## src/rtl/btn_event_arbiter.sv

```systemverilog
// btn_event_arbiter
//
// Debounces N_BTN raw active-low push-buttons using one shared sample-tick prescaler and
// per-button stability counters. Debounced edges become press/release events (and, when
// BTN_AUTOREPEAT_EN is defined, auto-repeat events). A round-robin arbiter serialises the
// per-button pending events onto a single registered valid/ready stream.
//
// Optional feature macro: BTN_AUTOREPEAT_EN (adds per-button repeat counters).
//
// Ports:
//   clk_i        clock
//   rst_i        asynchronous active-high reset
//   btn_i        raw buttons, active-low, asynchronous to clk_i
//   state_o      debounced levels, 1 = pressed
//   evt_valid_o  event available
//   evt_ready_i  consumer accepts the current event
//   evt_id_o     button index of the current event
//   evt_kind_o   00 press, 01 release, 10 repeat
//   ovf_o        sticky: a pending event was overwritten before it was sent

module btn_event_arbiter #(
    parameter int unsigned N_BTN         = 4,
    parameter int unsigned TICK_DIV      = 50000,
    parameter int unsigned STABLE_TICKS  = 3,
    parameter int unsigned REPEAT_DELAY  = 500,
    parameter int unsigned REPEAT_PERIOD = 100,
    parameter int unsigned ID_W          = $clog2(N_BTN)
) (
    input  logic             clk_i,
    input  logic             rst_i,
    input  logic [N_BTN-1:0] btn_i,
    output logic [N_BTN-1:0] state_o,
    output logic             evt_valid_o,
    input  logic             evt_ready_i,
    output logic [ID_W-1:0]  evt_id_o,
    output logic [1:0]       evt_kind_o,
    output logic             ovf_o
);

    localparam int unsigned DIV_W = $clog2(TICK_DIV);
    localparam int unsigned CNT_W = $clog2(STABLE_TICKS + 1);

    localparam logic [1:0] KIND_PRESS   = 2'b00;
    localparam logic [1:0] KIND_RELEASE = 2'b01;
    localparam logic [1:0] KIND_REPEAT  = 2'b10;

    // ------------------------------------------------------------------------------------
    // Input synchroniser; resets to the released level so reset never looks like a press.
    // ------------------------------------------------------------------------------------
    logic [N_BTN-1:0] sync1_q, sync2_q;
    logic [N_BTN-1:0] s;

    always_ff @(posedge clk_i or posedge rst_i) begin
        if (rst_i) begin
            sync1_q <= '1;
            sync2_q <= '1;
        end else begin
            sync1_q <= btn_i;
            sync2_q <= sync1_q;
        end
    end

    assign s = ~sync2_q;

    // ------------------------------------------------------------------------------------
    // Shared sample-tick prescaler
    // ------------------------------------------------------------------------------------
    logic [DIV_W-1:0] div_q, div_d;
    logic             tick;

    always_comb begin
        tick  = (div_q == DIV_W'(TICK_DIV - 1));
        div_d = tick ? '0 : div_q + DIV_W'(1);
    end

    // ------------------------------------------------------------------------------------
    // Per-button stability counters
    // ------------------------------------------------------------------------------------
    logic [N_BTN-1:0]            state_q, state_d;
    logic [N_BTN-1:0][CNT_W-1:0] cnt_q, cnt_d;
    logic [N_BTN-1:0]            toggle;

    always_comb begin
        state_d = state_q;
        cnt_d   = cnt_q;
        toggle  = '0;
        for (int unsigned i = 0; i < N_BTN; i++) begin
            if (tick) begin
                if (s[i] == state_q[i]) begin
                    cnt_d[i] = '0;
                end else if (cnt_q[i] == CNT_W'(STABLE_TICKS - 1)) begin
                    toggle[i]  = 1'b1;
                    state_d[i] = ~state_q[i];
                    cnt_d[i]   = '0;
                end else begin
                    cnt_d[i] = cnt_q[i] + CNT_W'(1);
                end
            end
        end
    end

    // ------------------------------------------------------------------------------------
    // Auto-repeat
    // ------------------------------------------------------------------------------------
    logic [N_BTN-1:0] rep_evt;

`ifdef BTN_AUTOREPEAT_EN
    localparam int unsigned RC_W = $clog2(REPEAT_DELAY + 1);

    logic [N_BTN-1:0][RC_W-1:0] rc_q, rc_d;

    // The event fires on the tick that brings rc to REPEAT_DELAY; rc reloads instead of
    // reaching it, so later repeats follow every REPEAT_PERIOD ticks.
    always_comb begin
        rc_d    = rc_q;
        rep_evt = '0;
        for (int unsigned i = 0; i < N_BTN; i++) begin
            if (toggle[i] || !state_q[i]) begin
                rc_d[i] = '0;
            end else if (tick) begin
                if (rc_q[i] == RC_W'(REPEAT_DELAY - 1)) begin
                    rep_evt[i] = 1'b1;
                    rc_d[i]    = RC_W'(REPEAT_DELAY - REPEAT_PERIOD);
                end else begin
                    rc_d[i] = rc_q[i] + RC_W'(1);
                end
            end
        end
    end

    always_ff @(posedge clk_i or posedge rst_i) begin
        if (rst_i) begin
            rc_q <= '0;
        end else begin
            rc_q <= rc_d;
        end
    end
`else
    assign rep_evt = '0;
`endif

    // ------------------------------------------------------------------------------------
    // Pending events and round-robin output register
    // ------------------------------------------------------------------------------------
    logic [N_BTN-1:0]       new_evt;
    logic [N_BTN-1:0][1:0]  new_kind;
    logic [N_BTN-1:0]       pend_q, pend_d;
    logic [N_BTN-1:0][1:0]  pkind_q, pkind_d;
    logic [N_BTN-1:0]       clr;
    logic                   ovf_q, ovf_d;
    logic                   valid_q, valid_d;
    logic [ID_W-1:0]        id_q, id_d;
    logic [1:0]             kind_q, kind_d;
    logic [ID_W-1:0]        rr_q, rr_d;
    logic                   load;
    logic                   found;
    logic [ID_W-1:0]        gnt_idx;

    always_comb begin
        for (int unsigned i = 0; i < N_BTN; i++) begin
            new_evt[i]  = toggle[i] | rep_evt[i];
            // A level toggle always outranks a repeat raised on the same tick.
            new_kind[i] = toggle[i] ? (state_q[i] ? KIND_RELEASE : KIND_PRESS) : KIND_REPEAT;
        end
    end

    // First pending button strictly after the last granted one, wrapping modulo N_BTN.
    always_comb begin
        int unsigned cand;
        cand    = 0;
        found   = 1'b0;
        gnt_idx = '0;
        for (int unsigned k = 1; k <= N_BTN; k++) begin
            cand = 32'(rr_q) + k;
            if (cand >= N_BTN) begin
                cand = cand - N_BTN;
            end
            if (!found && pend_q[cand[ID_W-1:0]]) begin
                found   = 1'b1;
                gnt_idx = cand[ID_W-1:0];
            end
        end
    end

    always_comb begin
        load    = !valid_q || evt_ready_i;
        clr     = '0;
        valid_d = valid_q;
        id_d    = id_q;
        kind_d  = kind_q;
        rr_d    = rr_q;

        if (load) begin
            if (found) begin
                clr[gnt_idx] = 1'b1;
                valid_d      = 1'b1;
                id_d         = gnt_idx;
                kind_d       = pkind_q[gnt_idx];
                rr_d         = gnt_idx;
            end else begin
                valid_d = 1'b0;
            end
        end

        // A new event beats a same-cycle grant clear; only a still-pending event counts
        // as overwritten.
        pend_d = (pend_q & ~clr) | new_evt;
        ovf_d  = ovf_q | (|(new_evt & pend_q & ~clr));
        for (int unsigned i = 0; i < N_BTN; i++) begin
            pkind_d[i] = new_evt[i] ? new_kind[i] : pkind_q[i];
        end
    end

    // ------------------------------------------------------------------------------------
    // State registers
    // ------------------------------------------------------------------------------------
    always_ff @(posedge clk_i or posedge rst_i) begin
        if (rst_i) begin
            div_q   <= '0;
            state_q <= '0;
            cnt_q   <= '0;
            pend_q  <= '0;
            pkind_q <= '0;
            ovf_q   <= 1'b0;
            valid_q <= 1'b0;
            id_q    <= '0;
            kind_q  <= KIND_PRESS;
            rr_q    <= ID_W'(N_BTN - 1);
        end else begin
            div_q   <= div_d;
            state_q <= state_d;
            cnt_q   <= cnt_d;
            pend_q  <= pend_d;
            pkind_q <= pkind_d;
            ovf_q   <= ovf_d;
            valid_q <= valid_d;
            id_q    <= id_d;
            kind_q  <= kind_d;
            rr_q    <= rr_d;
        end
    end

    assign state_o     = state_q;
    assign evt_valid_o = valid_q;
    assign evt_id_o    = id_q;
    assign evt_kind_o  = kind_q;
    assign ovf_o       = ovf_q;

endmodule

```

## config.mk

```make
export PLATFORM = sky130hd
export DESIGN_NAME = btn_event_arbiter
export DESIGN_NICKNAME = d
export VERILOG_FILES = /design/src/rtl/btn_event_arbiter.sv
export SDC_FILE = /design/constraint.sdc
export NUM_CORES = 1
export LEC_CHECK = 0
export ABC_AREA = 1
export BUFFER_PORTS_ARGS = -buffer_cell sky130_fd_sc_hd__buf_2
export CAP_MARGIN = 30
export CORE_UTILIZATION = 45
export DETAILED_ROUTE_END_ITERATION = 6
export PLACE_DENSITY = 0.63
export SYNTH_ARGS = -nofsm -noshare
export SYNTH_HDL_FRONTEND = slang
export SYNTH_SLANG_ARGS = --single-unit
```

## constraint.sdc

```tcl
create_clock -name clk_i -period 6.1 [get_ports clk_i]
set_clock_uncertainty 0.2 [all_clocks]
set_input_delay 0.305 -clock clk_i [delete_from_list [all_inputs] [get_ports clk_i]]
set_output_delay 0.305 -clock clk_i [all_outputs]
set_load 0.02 [all_outputs]
```

==> flow_summary.toml <==
[yosys]
synth_top_cell_by_area = "dfrtp_1"
ys.flop_type = "dfrtp_1"
yosysWarningCount = 0
synth.top_cells.by_area = "dfrtp_1 39%, nand2_1 13%, dfstp_2 10%"
synth_cell_types = 31
synth_area_um2 = 2620
synthCells = 321
synth.top_cell.area_share_pct = 39.2
ys_ff_latch = 51
synthArstFlopShare_pct = 100
yosysSeqAreaShare_pct = 49.2
syn_nets = 329
post-synth-top-count-cell = "nand2_1"
synth_common_cells = "90 x nand2_1, 42 x inv_1, 41 x dfrtp_1, 24 x nor2_1, 20 x nand3_1"
syn_area_per_cell_um2 = 8.15
synth-edff-count = 0

[final_layout]
finalInstanceArea_um2 = 2920
num-nets-final = 353
n_fill_cell = 539
drive_gt1_share_pct = 17.6
num_antenna_cells = 0
syn_to_final_growth_pct = 11.6

[place]
port_buffers = 15
place_congestion = 0.845
hpwl_mm = 3.68
dpl-instance-area_um2 = 2760

[cts]
cts.repair.resized = 0
clockRootBuffer = "clkbuf_8"
cts.sinks = 51
clkTransAtPathRegs_ns = 0.10
clock_latency_ns = 0.31
cts_buffers = 5
cts_tree = "done"
htreeDepth = 2
cts.path.max_buffers = 2

[die]
core.rowCount = 27
core_area_um2 = 5540
ioPinCount = 17
die_y_um = 78.3
initial_utilization_pct = 47.2
die_w_um = 78.3
dieArea_um2 = 6130

[timing]
period_share_pct = 41.6
finalHoldViolations = 0
post-route-min-period_ns = 2.54
setup_viol_count_final = 0
final.setup.tns_ns = 0
rsz0062_at_grt = "no"
slew_viol_final = 0
tightestPinTransition_ns = 0.690
max_freq_mhz = 394
max_slew_margin_pct = 53.7

[min_path]
hold_depth = 4
hp-class = "primary input to flip-flop"

[route]
viasPerCell = 4.86
wire_per_inst_um = 11.5
antenna_left = 0
dr_total_vias = 2030
wl_mm = 4.79
drtIter0Drc = 118
drt_pass1_iterations = 4
drc_errors = 0

[outcome]
status = "finished, final reports clean"

[critical_path]
cp_slowest_cell = "nor3_2"
path_delay_family = "simple AND/OR/NAND/NOR gates"
worstPathArrival_ns = 2.53
crit_buf_inv = 1
critical_path_class = "flip-flop to flip-flop"
cp-end-kind = "flip-flop"
reg2regPathDepth = 10
cp_max_fo = 12
path_depth = 10
crit_chain = "ha_1 > nand2_1 > nor2_2 > nand4_1 > nor3_2 > inv_1 > nor3_1 > nand2_1 > nor2_1 > a21oi_1"
worst_path_largest_cell_delay_ns = 0.54
start_kind = "flip-flop"
worstPathRequired_ns = 6.09
crit_path_frequent_cell = "nand2_1"

[power]
powerDensity_nw_per_um2 = 315
power_leakage_nw = 1.40
ir_drop_mv = 0.159

[global_routing]
grt_pass1_vias = 1916
grt_pass1_wl_mm = 8.49
antenna_found_initial = 0
grt_use_total_pct = 17.5
grt_overflow = 0
grt_max_degree = 39

[job]
cap_viol_max_count = 0
## layer usage
layer | GRT usage, % | up-vias | routed length (um)
met5 | 0 | - | 0
li1 | - | 1064 | -
met4 | 4.44 | 0 | 23
met1 | 23.3 | 936 | 2380
met2 | 29.1 | 26 | 2230
met3 | 3.49 | 4 | 151
## cells in the final DEF, fill, tap and decap left out, types with 2 or more instances in the layout
| master | n |
|---|---|
| o221ai_1 | 2 |
| o21ai_0 | 12 |
| nand2_2 | 10 |
| nor2_1 | 24 |
| nand2_1 | 90 |
| nand3_1 | 20 |
| nor4_1 | 3 |
| dfrtp_1 | 41 |
| nand3_2 | 2 |
| dfstp_2 | 10 |
| xor2_1 | 2 |
| nor3_1 | 6 |
| nand2_4 | 5 |
| o22ai_1 | 3 |
| a21oi_1 | 12 |
| inv_2 | 6 |
| nor2_4 | 2 |
| buf_2 | 15 |
| nand4_1 | 9 |
| xnor2_1 | 9 |
| inv_1 | 41 |
| clkbuf_8 | 5 |
| dlygate4sd3_1 | 5 |
## area by class of cell
cell class,count,area (um2),share of cell area [%]
clock buffer,6,72.6,2.48
clock inverter,2,37.5,1.28
multi-input combinational,218,1100,37.6
timing repair buffer,21,145,4.97
tap,72,90.1,3.08
inverter,48,188,6.42
sequential,51,1290,44.1
## final timing paths
path | end | start | slack, ns
setup / recovery | pkind_q[2] | div_q[0] | 3.56
hold / removal | evt_valid_o | evt_ready_i | 0.12
setup reg to reg | pkind_q[2] | div_q[0] | 3.56
hold reg to reg | sync2_q[1] | sync1_q[1] | 0.16
max in group asynchronous | sync2_q[2] | rst_i | 4.84
min in group asynchronous | div_q[4] | rst_i | 0.29
## power breakdown
part | internal (mW) | switching (mW) | total, mW
combinational | 0.0965 | 0.200 | 0.296
sequential | 0.367 | 0.0234 | 0.390
clock | 0.122 | 0.110 | 0.233
total | 0.586 | 0.333 | 0.919
## through the flow
stage / std cells / util, % / hold WS, ns / power (mW) / worst slack [ns]
4_1_cts: 418 / 52.7 / 0.116 / 0.935 / 3.54
3_3_place_gp: 404 / 49.5 / 0.146 / 0.689 / 3.70
2_1_floorplan: 321 / - / 0.109 / 0.646 / 4.14
5_1_grt: 418 / 52.7 / 0.163 / 0.989 / 3.26
6_report: 418 / 52.7 / 0.125 / 0.919 / 3.56
3_5_place_dp: 405 / 49.8 / 0.0813 / 0.694 / 3.58
## registers in the layout, indices dropped and copies added, names as in the netlist
signal and flops:
evt_valid_o 1, state_o 4, evt_id_o 2, ovf_o 1, rr_q 2, sync1_q 4
sync2_q 4, div_q 16, cnt_q 8, evt_kind_o 1, pend_q 4, pkind_q 4
## worst reg2reg max path, stage by stage, from the launching register on
cell and delay, ns:
dfrtp_1 0.39, ha_1 0.20, nand2_1 0.07, nor2_2 0.14, nand4_1 0.11, nor3_2 0.54
inv_1 0.23, nor3_1 0.24, nand2_1 0.13, nor2_1 0.11, a21oi_1 0.05
## logic make-up after synthesis
family / after synthesis / share of synthesized area (%)
other: 1 / 0.143
and+or+nand+nor: 175 / 31.5
AOI/OAI and AO/OA: 30 / 6.21
xor gates and xnor gates: 11 / 3.68
adders and majority gates: 1 / 0.478
buffers and inverters: 52 / 8.75
DFF: 51 / 49.2
## repair_timing
action / 4_1_cts / 5_1_grt
buffers inserted: 0 / 0
hold endpoints to repair: 15 / 0
setup endpoints to repair: 0 / 0
hold buffers: 5 / 0
Power figures use the tool's default switching activity.
